`config.mk`:
```
export PLATFORM = sky130hd
export DESIGN_NAME = mem_arbiter_flat
export DESIGN_NICKNAME = d
export VERILOG_FILES = /design/src/rtl/mem_arbiter_if.sv /design/src/rtl/mem_arbiter.sv /design/src/flat_wrapper.sv
export SDC_FILE = /design/constraint.sdc
export NUM_CORES = 1
export LEC_CHECK = 0
export CORE_AREA = 2 2 121 123
export DETAILED_ROUTE_END_ITERATION = 16
export DIE_AREA = 0 0 123 125
export DONT_BUFFER_PORTS = 1
export PLACE_DENSITY_LB_ADDON = 0.15
export RECOVER_POWER = 100
export SLEW_MARGIN = 20
export SYNTH_ARGS = -nofsm -noshare
export SYNTH_HDL_FRONTEND = slang
export SYNTH_SLANG_ARGS = --single-unit
```
`constraint.sdc`:
```
create_clock -name clk -period 2.78 [get_ports clk]
set_clock_uncertainty 0.2 [all_clocks]
set_input_delay 0.417 -clock clk [delete_from_list [all_inputs] [get_ports clk]]
set_output_delay 0.417 -clock clk [all_outputs]
set_load 0.01 [all_outputs]
```
`src/rtl/mem_arbiter_if.sv`:
```
// rtl/mem_arbiter_if.sv - bundled upstream/downstream Memory channels of mem_arbiter
//
// Purpose: groups every bus signal of the arbiter so the block has one port
// besides clk/rst_n. Upstream signals are packed arrays; port i owns slice i.
// Ports (signals):
//   up_m_address/up_m_data/up_m_write/up_m_valid -> arbiter   request per port
//   up_m_ready                                   <- arbiter   request accepted
//   up_s_data/up_s_valid                         <- arbiter   response per port
//   up_s_ready                                   -> arbiter   response ready
//   dn_m_address/dn_m_data/dn_m_write/dn_m_valid <- arbiter   granted request
//   dn_m_ready                                   -> arbiter
//   dn_s_data/dn_s_valid                         -> arbiter   downstream response
//   dn_s_ready                                   <- arbiter
//   outstanding/err                              <- arbiter   status
// Modports: slave = arbiter side, master = environment side.
interface mem_arbiter_if #(
    parameter int N_PORTS = 2,
    parameter int ADDR_W  = 32,
    parameter int DATA_W  = 32,
    parameter int DEPTH   = 4
);
    localparam int CNT_W = $clog2(DEPTH) + 1;

    logic [N_PORTS*ADDR_W-1:0] up_m_address;
    logic [N_PORTS*DATA_W-1:0] up_m_data;
    logic [N_PORTS-1:0]        up_m_write;
    logic [N_PORTS-1:0]        up_m_valid;
    logic [N_PORTS-1:0]        up_m_ready;
    logic [N_PORTS*DATA_W-1:0] up_s_data;
    logic [N_PORTS-1:0]        up_s_valid;
    logic [N_PORTS-1:0]        up_s_ready;
    logic [ADDR_W-1:0]         dn_m_address;
    logic [DATA_W-1:0]         dn_m_data;
    logic                      dn_m_write;
    logic                      dn_m_valid;
    logic                      dn_m_ready;
    logic [DATA_W-1:0]         dn_s_data;
    logic                      dn_s_valid;
    logic                      dn_s_ready;
    logic [CNT_W-1:0]          outstanding;
    logic                      err;

    modport slave (
        input  up_m_address, up_m_data, up_m_write, up_m_valid, up_s_ready,
               dn_m_ready, dn_s_data, dn_s_valid,
        output up_m_ready, up_s_data, up_s_valid,
               dn_m_address, dn_m_data, dn_m_write, dn_m_valid, dn_s_ready,
               outstanding, err
    );

    modport master (
        output up_m_address, up_m_data, up_m_write, up_m_valid, up_s_ready,
               dn_m_ready, dn_s_data, dn_s_valid,
        input  up_m_ready, up_s_data, up_s_valid,
               dn_m_address, dn_m_data, dn_m_write, dn_m_valid, dn_s_ready,
               outstanding, err
    );
endinterface

```
`src/rtl/mem_arbiter.sv`:
```
// rtl/mem_arbiter.sv - N-port round-robin Memory arbiter with in-order read tag FIFO
//
// Purpose: merges N_PORTS upstream Memory masters onto one downstream slave.
// Writes produce no response; reads push the issuing port number into a tag
// FIFO whose head steers each downstream response back to its requester.
// Ports:
//   clk   - rising-edge clock
//   rst_n - synchronous active-low reset; also gates all handshake outputs low
//   bus   - mem_arbiter_if.slave carrying all request/response/status signals
module mem_arbiter #(
    parameter int N_PORTS = 2,
    parameter int ADDR_W  = 32,
    parameter int DATA_W  = 32,
    parameter int DEPTH   = 4
) (
    input  logic          clk,
    input  logic          rst_n,
    mem_arbiter_if.slave  bus
);
    localparam int TAG_W = $clog2(N_PORTS);
    localparam int PTR_W = $clog2(DEPTH);
    localparam int CNT_W = PTR_W + 1;

    logic [TAG_W-1:0] rr_q, rr_d;
    logic [TAG_W-1:0] fifo_q [DEPTH];
    logic [TAG_W-1:0] fifo_d [DEPTH];
    logic [PTR_W-1:0] wr_ptr_q, wr_ptr_d;
    logic [PTR_W-1:0] rd_ptr_q, rd_ptr_d;
    logic [CNT_W-1:0] count_q, count_d;
    logic             err_q, err_d;

    logic [N_PORTS-1:0] eligible;
    logic               fifo_full;
    logic               fifo_empty;
    logic               grant_vld;
    logic [TAG_W-1:0]   grant_idx;
    logic               accept;
    logic               push;
    logic               pop;
    logic [TAG_W-1:0]   head_tag;
    logic               resp_active;

    function automatic logic [TAG_W-1:0] wrap_idx(input int unsigned base, input int unsigned off);
        return TAG_W'((base + off) % N_PORTS);
    endfunction

    assign fifo_full   = (count_q == CNT_W'(DEPTH));
    assign fifo_empty  = (count_q == '0);
    assign head_tag    = fifo_q[rd_ptr_q];
    // Response steering only exists while out of reset and a read is in flight.
    assign resp_active = rst_n && !fifo_empty;

    // Reads wait while the tag FIFO is full; writes need no tag so are never held off.
    always_comb begin
        eligible = '0;
        for (int i = 0; i < N_PORTS; i++) begin
            eligible[i] = rst_n && bus.up_m_valid[i] && (bus.up_m_write[i] || !fifo_full);
        end
    end

    // Round-robin scan starting at rr_q; the pointer only moves on a handshake,
    // so a stalled requester keeps its grant.
    always_comb begin
        logic [TAG_W-1:0] idx;
        grant_vld = 1'b0;
        grant_idx = '0;
        idx       = '0;
        for (int k = 0; k < N_PORTS; k++) begin
            idx = wrap_idx(32'(rr_q), 32'(k));
            if (!grant_vld && eligible[idx]) begin
                grant_vld = 1'b1;
                grant_idx = idx;
            end
        end
    end

    // Request path: zero-cycle pass-through of the granted port.
    always_comb begin
        bus.up_m_ready   = '0;
        bus.dn_m_valid   = grant_vld;
        bus.dn_m_address = '0;
        bus.dn_m_data    = '0;
        bus.dn_m_write   = 1'b0;
        if (grant_vld) begin
            bus.up_m_ready[grant_idx] = bus.dn_m_ready;
            bus.dn_m_address = bus.up_m_address[grant_idx*ADDR_W +: ADDR_W];
            bus.dn_m_data    = bus.up_m_data[grant_idx*DATA_W +: DATA_W];
            bus.dn_m_write   = bus.up_m_write[grant_idx];
        end
    end

    // Response path: the FIFO head names the only port that may see this response.
    always_comb begin
        bus.up_s_valid = '0;
        bus.up_s_data  = '0;
        bus.dn_s_ready = 1'b0;
        if (resp_active) begin
            bus.up_s_valid[head_tag]                 = bus.dn_s_valid;
            bus.up_s_data[head_tag*DATA_W +: DATA_W] = bus.dn_s_data;
            bus.dn_s_ready                           = bus.up_s_ready[head_tag];
        end
    end

    assign accept = grant_vld && bus.dn_m_ready;
    assign push   = accept && !bus.up_m_write[grant_idx];
    assign pop    = resp_active && bus.dn_s_valid && bus.up_s_ready[head_tag];

    always_comb begin
        rr_d     = rr_q;
        fifo_d   = fifo_q;
        wr_ptr_d = wr_ptr_q;
        rd_ptr_d = rd_ptr_q;
        err_d    = err_q;
        if (accept) begin
            rr_d = (grant_idx == TAG_W'(N_PORTS - 1)) ? '0 : grant_idx + TAG_W'(1);
        end
        if (push) begin
            fifo_d[wr_ptr_q] = grant_idx;
            wr_ptr_d         = wr_ptr_q + PTR_W'(1);
        end
        if (pop) begin
            rd_ptr_d = rd_ptr_q + PTR_W'(1);
        end
        // A full FIFO never pushes (reads are masked) and an empty one never pops,
        // so a plain add/subtract stays within 0..DEPTH.
        count_d = count_q + CNT_W'(push) - CNT_W'(pop);
        if (fifo_empty && bus.dn_s_valid) begin
            err_d = 1'b1;
        end
    end

    always_ff @(posedge clk) begin
        if (!rst_n) begin
            rr_q     <= '0;
            wr_ptr_q <= '0;
            rd_ptr_q <= '0;
            count_q  <= '0;
            err_q    <= 1'b0;
        end else begin
            rr_q     <= rr_d;
            fifo_q   <= fifo_d;
            wr_ptr_q <= wr_ptr_d;
            rd_ptr_q <= rd_ptr_d;
            count_q  <= count_d;
            err_q    <= err_d;
        end
    end

    assign bus.outstanding = count_q;
    assign bus.err         = err_q;
endmodule

```
`src/flat_wrapper.sv`:
```
// flat-port wrapper written by rule: the top's interface ports become plain ports
module mem_arbiter_flat 
#(
    parameter int N_PORTS = 2,
    parameter int ADDR_W  = 32,
    parameter int DATA_W  = 32,
    parameter int DEPTH   = 4
)
  (clk, rst_n, bus_up_m_address, bus_up_m_data, bus_up_m_write, bus_up_m_valid, bus_up_s_ready, bus_dn_m_ready, bus_dn_s_data, bus_dn_s_valid, bus_up_m_ready, bus_up_s_data, bus_up_s_valid, bus_dn_m_address, bus_dn_m_data, bus_dn_m_write, bus_dn_m_valid, bus_dn_s_ready, bus_outstanding, bus_err);
  mem_arbiter_if #(.N_PORTS(N_PORTS), .ADDR_W(ADDR_W), .DATA_W(DATA_W), .DEPTH(DEPTH)) bus_i ();
  input  logic clk;
  input  logic rst_n;
  input wire logic [$bits(bus_i.up_m_address)-1:0] bus_up_m_address;
  input wire logic [$bits(bus_i.up_m_data)-1:0] bus_up_m_data;
  input wire logic [$bits(bus_i.up_m_write)-1:0] bus_up_m_write;
  input wire logic [$bits(bus_i.up_m_valid)-1:0] bus_up_m_valid;
  input wire logic [$bits(bus_i.up_s_ready)-1:0] bus_up_s_ready;
  input wire logic [$bits(bus_i.dn_m_ready)-1:0] bus_dn_m_ready;
  input wire logic [$bits(bus_i.dn_s_data)-1:0] bus_dn_s_data;
  input wire logic [$bits(bus_i.dn_s_valid)-1:0] bus_dn_s_valid;
  output wire logic [$bits(bus_i.up_m_ready)-1:0] bus_up_m_ready;
  output wire logic [$bits(bus_i.up_s_data)-1:0] bus_up_s_data;
  output wire logic [$bits(bus_i.up_s_valid)-1:0] bus_up_s_valid;
  output wire logic [$bits(bus_i.dn_m_address)-1:0] bus_dn_m_address;
  output wire logic [$bits(bus_i.dn_m_data)-1:0] bus_dn_m_data;
  output wire logic [$bits(bus_i.dn_m_write)-1:0] bus_dn_m_write;
  output wire logic [$bits(bus_i.dn_m_valid)-1:0] bus_dn_m_valid;
  output wire logic [$bits(bus_i.dn_s_ready)-1:0] bus_dn_s_ready;
  output wire logic [$bits(bus_i.outstanding)-1:0] bus_outstanding;
  output wire logic [$bits(bus_i.err)-1:0] bus_err;
  assign bus_i.up_m_address = bus_up_m_address;
  assign bus_i.up_m_data = bus_up_m_data;
  assign bus_i.up_m_write = bus_up_m_write;
  assign bus_i.up_m_valid = bus_up_m_valid;
  assign bus_i.up_s_ready = bus_up_s_ready;
  assign bus_i.dn_m_ready = bus_dn_m_ready;
  assign bus_i.dn_s_data = bus_dn_s_data;
  assign bus_i.dn_s_valid = bus_dn_s_valid;
  assign bus_up_m_ready = bus_i.up_m_ready;
  assign bus_up_s_data = bus_i.up_s_data;
  assign bus_up_s_valid = bus_i.up_s_valid;
  assign bus_dn_m_address = bus_i.dn_m_address;
  assign bus_dn_m_data = bus_i.dn_m_data;
  assign bus_dn_m_write = bus_i.dn_m_write;
  assign bus_dn_m_valid = bus_i.dn_m_valid;
  assign bus_dn_s_ready = bus_i.dn_s_ready;
  assign bus_outstanding = bus_i.outstanding;
  assign bus_err = bus_i.err;
  mem_arbiter #(.N_PORTS(N_PORTS), .ADDR_W(ADDR_W), .DATA_W(DATA_W), .DEPTH(DEPTH)) u_core (.clk(clk), .rst_n(rst_n), .bus(bus_i));
endmodule
```
==> results.ini, run 1 <==
[outcome]
status=finished, final reports clean

[setup_path]
reg2reg_slack_ps=160
critPathKind=register to output port
critPathLaunchType=register
path_max_fanout=52
cp-end-kind=output port
crit_required_ps=2160
arrival_ps=2080

[die]
die_height_um=125
rows=44
die_w_um=123
core-area_mm2=0.01420
initial_utilization_pct=13.58
pin_count=309
dieArea_mm2=0.01538

[detailed_routing]
dr.pass1.iters=4
final_antenna_net_count=0
drt-total-wl_mm=9.081
vias_per_cell=4.778
vias=2131
wire_per_inst_um=20.36
first_iter_violations=68
remaining_drc_errors=0

[yosys]
syn_nets=447
synthCells=270
synth-seq-area-share_pct=15.56
avgSynthCellArea_um2=7.146
synth_cell_types=36
ys_ff_latch=13
syn_area_mm2=0.001929
synthTopCellsByArea=a22o_1, nor2_1, dfxtp_1
synth.yosys.warnings=0
synth_top_area_share_pct=29.51
synth_top_area_cell=a22o_1

[sta]
min_period_ps=2702
max_slew_margin_pct=77.44
setup_tns_ps=0
setup_viol=0
grt_setup_unrepaired=yes
hold_viol_final=0
worst_pin_slew_ps=337.7
clock.fmax_mhz=370.2
final.period_utilization_pct=97.18
final_max_slew_viol_count=0
fin_hold_ws_ps=88.13

[clocking]
clock_latency_ps=240
cts_root_buffer=clkbuf_16
h-tree-depth=1
post-cts-setup-buffers=0
cts_made_buffers=3
cts_tree=yes
cts.sinks=13
cts_buffer_depth=2
clk_pin_slew_ps=50

[placed_design]
hpwl_mm=7.908
portBuffers=0
gp_congestion=0.8420

[global_routing]
grt_pass1_vias=1813
grt_use_total_pct=10.31
grt-ovfl-total=0
grt_max_degree=53
grt_pass1_wl_mm=11.39
antenna_found_initial=2

[cells_and_area]
ff_latch_area_um2=302.8
antenna_cells=0
fin_nets=440
multiInputGateArea_mm2=0.001460
drive_gt1_share_pct=11.45
fillCellCount=1618
layout_commonest_cell=nor2_1
syn_to_final_growth_pct=15.30
final_cell_mix=nor2_1, a22o_1, nand2_1, buf_4

[flow_run]
drv_cap=0

[power]
power.leakage_nw=0.8786
irDropWorstVdd_mv=0.2376
powerDensity_mw_per_mm2=411.8

[hold_path]
hp-class=input pin to register

metal layers:
layer	share of wire, %	global-route usage (%)	vias to the layer above	wire (µm)
met1	37	10.90	975	3350
met3	12	3.969	6	1068
met2	50	18.91	197	4556
met5	0.21	0	-	19
li1	-	-	949	-
met4	0.96	2.607	4	87
state kept, by name, indices dropped and copies added, names as in the netlist:
register	cells
u_core.fifo_q	4
u_core.bus.outstanding	3
u_core.rd_ptr_q	2
u_core.wr_ptr_q	2
u_core.bus.err	1
u_core.rr_q	1
kinds of logic (layout without fill, tap and decap cells):
family,Yosys count,count (layout),synth area share (%)
AO/OA/AOI/OAI,82,82,36.77
multiplexers,8,8,4.215
adder cells (fa/ha/maj),7,7,4.929
XOR/XNOR,2,2,0.9081
AND/OR/NAND/NOR,125,125,26.85
buffers and inverters,33,25,10.77
flip-flops,13,13,15.56
path summary, 6_finish.rpt:
path,from,endpoint,cells past startpoint
worst min register to register,u_core.rd_ptr_q[1],u_core.rd_ptr_q[1],2
worst max register to register,u_core.rd_ptr_q[0],u_core.bus.outstanding[2],11
worst max-delay path,u_core.bus.outstanding[0],bus_dn_m_data[18],5
worst min-delay path,bus_dn_m_ready,u_core.rr_q,1
synthesized netlist by cell type:
library cell  instances
xnor2_1               1
dfxtp_1               9
nand3_1               3
mux2_2                1
nor4b_1               1
o21ai_0               2
o21a_1                1
a32o_1                1
nor2_1               72
fa_1                  1
nor3b_1               2
edfxtp_1              4
or3b_4                1
and2_1                1
xor2_1                1
o211a_1               2
buf_2                 4
o31a_1                1
a22o_1               65
a21oi_2               1
mux2i_1               7
and3_1                5
nand2_1              36
a21oi_1               4
nand2b_1              2
inv_1                 7
clkbuf_1             11
buf_6                10
o211ai_2              1
ha_1                  6
buf_4                 1
a311oi_1              1
o211a_4               1
o21bai_1              1
a32oi_1               1
nor2b_1               2
critical path, stage by stage, from the launching register on:
cell	delay [ps]
dfxtp_1	390
or3b_4	470
o211a_4	280
a21oi_4	180
buf_12	230
a22o_1	260
through the flow:
stage               cell area, µm²  setup WS (ps)  std cells  util, %  power [mW]
finish                        2225          78.40        446    15.66      0.9160
global route                  2225         -18.26        446    15.66      0.9787
CTS                           2211          39.85        446    15.57      0.9277
detailed placement            2130          57.97        442    14.99      0.6455
global placement              2130          103.9        442    14.99      0.6483
floorplan                     1929          92.96        270        -      0.5792
what timing repair did:
item | 4_1_cts | 5_1_grt
setup endpoints to repair | 3 | 3
hold buffers | 0 | 0
resized for setup | 2 | 6
cell type report:
| cell class | count | share of cell area [%] |
|---|---|---|
| Clock buffer | 4 | 3.543 |
| Tap cell | 184 | 10.35 |
| Timing Repair Buffer | 14 | 5.681 |
| Sequential cell | 13 | 13.61 |
| Inverter | 7 | 1.181 |
| Multi-Input combinational cell | 224 | 65.64 |
report_power, final:
group / switching [mW] / leakage (nW) / internal (mW)
clock network: 0.0796 / 0.0382 / 0.194
logic: 0.272 / 0.729 / 0.143
registers: 0.0189 / 0.111 / 0.208
Power figures use the tool's default switching activity.
==> run 2, diff against run 1 <==
--- a/config.mk
+++ b/config.mk
@@ -5,9 +5,9 @@
 export SDC_FILE = /design/constraint.sdc
 export NUM_CORES = 1
 export LEC_CHECK = 0
-export CORE_AREA = 2 2 121 123
+export CORE_AREA = 2 2 118 120
 export DETAILED_ROUTE_END_ITERATION = 16
-export DIE_AREA = 0 0 123 125
+export DIE_AREA = 0 0 120 122
 export DONT_BUFFER_PORTS = 1
 export PLACE_DENSITY_LB_ADDON = 0.15
 export RECOVER_POWER = 100
==> results.ini, run 2 (synthesized netlist as in run 1, its figures left out) <==
[global_routing]
grt_max_degree=66  ; +25%
grt_pass1_vias=1712  ; -5.6%
grt_use_total_pct=10.68  ; +0.36 points
antenna_found_initial=0  ; -2
grt_pass1_wl_mm=11.25  ; -1.3%
grt-ovfl-total=0  ; unchanged

[sta]
grt_setup_unrepaired=yes
clock.fmax_mhz=369.2  ; -0.25%
setup_tns_ps=0  ; unchanged
hold_viol_final=0  ; unchanged
min_period_ps=2708  ; +6.634 ps
max_slew_margin_pct=61.38  ; -16 points
final_max_slew_viol_count=0  ; unchanged
setup_viol=0  ; unchanged
final.period_utilization_pct=97.42  ; +0.24 points
fin_hold_ws_ps=92.83  ; +4.707 ps
worst_pin_slew_ps=579.3  ; +241.5 ps

[detailed_routing]
vias_per_cell=4.841  ; +1.3%
final_antenna_net_count=0  ; unchanged
drt-total-wl_mm=9.205  ; +1.4%
first_iter_violations=79  ; +16%
remaining_drc_errors=0  ; unchanged
vias=2135  ; +0.19%
dr.pass1.iters=4  ; unchanged
wire_per_inst_um=20.87  ; +2.5%

[outcome]
status=finished, final reports clean

[setup_path]
path_max_fanout=33  ; -37%
arrival_ps=2090  ; about the same
critPathLaunchType=register
cp-end-kind=output port
critPathKind=register to output port
crit_required_ps=2160  ; about the same

[placed_design]
gp_congestion=0.7440  ; -12%
place_area_mm2=0.002102  ; -1.3%
hpwl_mm=7.750  ; -2.0%
portBuffers=0  ; unchanged

[clocking]
cts_buffer_depth=2  ; unchanged
cts_tree=yes
cts_made_buffers=3  ; unchanged
hold_buffers=0  ; unchanged
clk_pin_slew_ps=40  ; about the same
cts_root_buffer=clkbuf_16
cts.sinks=13  ; unchanged
h-tree-depth=1  ; unchanged
clock_latency_ps=240  ; about the same

[hold_path]
hp-class=input pin to register

[power]
p_int_mw=0.5558  ; +2.0%
share_seq_of_total_power_pct=23.9  ; -0.9 points
p_sw_share_pct=39.79  ; -0.71 points
clockPowerShare_pct=29.1  ; -0.7 points
irDropWorstVdd_mv=0.1463  ; -38%
power.leakage_nw=0.9106  ; +3.6%
p_sw_mw=0.3673  ; -0.99%
power_frac_comb_pct=47.0  ; +1.6 points
powerDensity_mw_per_mm2=400.5  ; -2.7%

[flow_run]
drv_cap=0  ; unchanged

[cells_and_area]
fin_nets=439  ; -0.23%
largest_reg_flops=4  ; unchanged
registers.top_by_ff_count=u_core.fifo_q
multiInputGateArea_mm2=0.001533  ; +5.0%
layout_commonest_cell=nor2_1
fillCellCount=1523  ; -5.9%
syn_to_final_growth_pct=19.46
drive_gt1_share_pct=13.03  ; +1.6 points
final_cell_mix=nor2_1, a22o_1, nand2_1, buf_4
antenna_cells=0  ; unchanged
ff_latch_area_um2=305.3  ; +0.83%
finalInstanceArea_mm2=0.002305  ; +3.6%

[die]
initial_utilization_pct=14.29  ; +0.70 points
die_height_um=122  ; -2.4%
die_w_um=120  ; -2.4%
core-area_mm2=0.01350  ; -4.9%
pin_count=309  ; unchanged
dieArea_mm2=0.01464  ; -4.8%
rows=43  ; -2.3%

[run 2: cell type report]
| cell class | count | area share (%) |
|---|---|---|
| clock buffer | 4 | 3.420 |
| inverter | 7 | 1.140 |
| multi-input combinational | 224 | 66.50 |
| sequential | 13 | 13.25 |
| tap | 180 | 9.772 |
| timing repair buffer | 13 | 5.917 |
[run 2: metal layers]
| layer | vias to the layer above | GRT usage [%] | part of all wire, % |
|---|---|---|---|
| met5 | - | 0 | 0 |
| met4 | 0 | 3.603 | 2.2 |
| met3 | 13 | 2.715 | 9.2 |
| met2 | 192 | 19.57 | 50 |
| met1 | 977 | 12.00 | 38 |
| li1 | 953 | - | - |
[run 2: critical path: stages, from the launching register on]
cell     delay (ps)
dfxtp_1         370
or3b_4          440
o211a_4         280
a21oi_4         240
buf_12          240
a22o_1          260
[run 2: through the flow]
stage | utilization, % | total power [mW] | setup slack [ps] | std cells
floorplan | - | 0.5792 | 92.96 | 270
global placement | 15.57 | 0.6408 | 90.25 | 435
detailed placement | 15.57 | 0.6384 | 23.80 | 435
CTS | 16.15 | 0.9168 | 7.515 | 439
global route | 17.07 | 0.9832 | -5.292 | 441
finish | 17.07 | 0.9231 | 71.76 | 441
[run 2: final timing paths]
kind / slack [ps] / cells past startpoint / to / from
max: 70 / 5 / bus_dn_m_data[14] / u_core.bus.outstanding[2]
min: 90 / 1 / u_core.rr_q / bus_dn_m_ready
max reg2reg: 160 / 12 / u_core.bus.outstanding[2] / u_core.rd_ptr_q[1]
min reg2reg: 300 / 1 / u_core.rd_ptr_q[1] / u_core.rd_ptr_q[1]
[run 2: power by group through the flow]
stage / Combinational [mW] / Clock (mW) / Sequential [mW]
2_1_floorplan: 0.355 / 0 / 0.224
3_3_place_gp: 0.416 / 0 / 0.225
3_5_place_dp: 0.414 / 0 / 0.225
4_1_cts: 0.417 / 0.278 / 0.221
5_1_grt: 0.471 / 0.290 / 0.222
6_report: 0.434 / 0.269 / 0.221
[run 2: timing repair]
| action | CTS | global route |
|---|---|---|
| setup buffers | 0 | 1 |
| endpoints found under the setup margin | 0 | 7 |
| resized for setup | 0 | 15 |
| hold endpoints to repair | 0 | 0 |
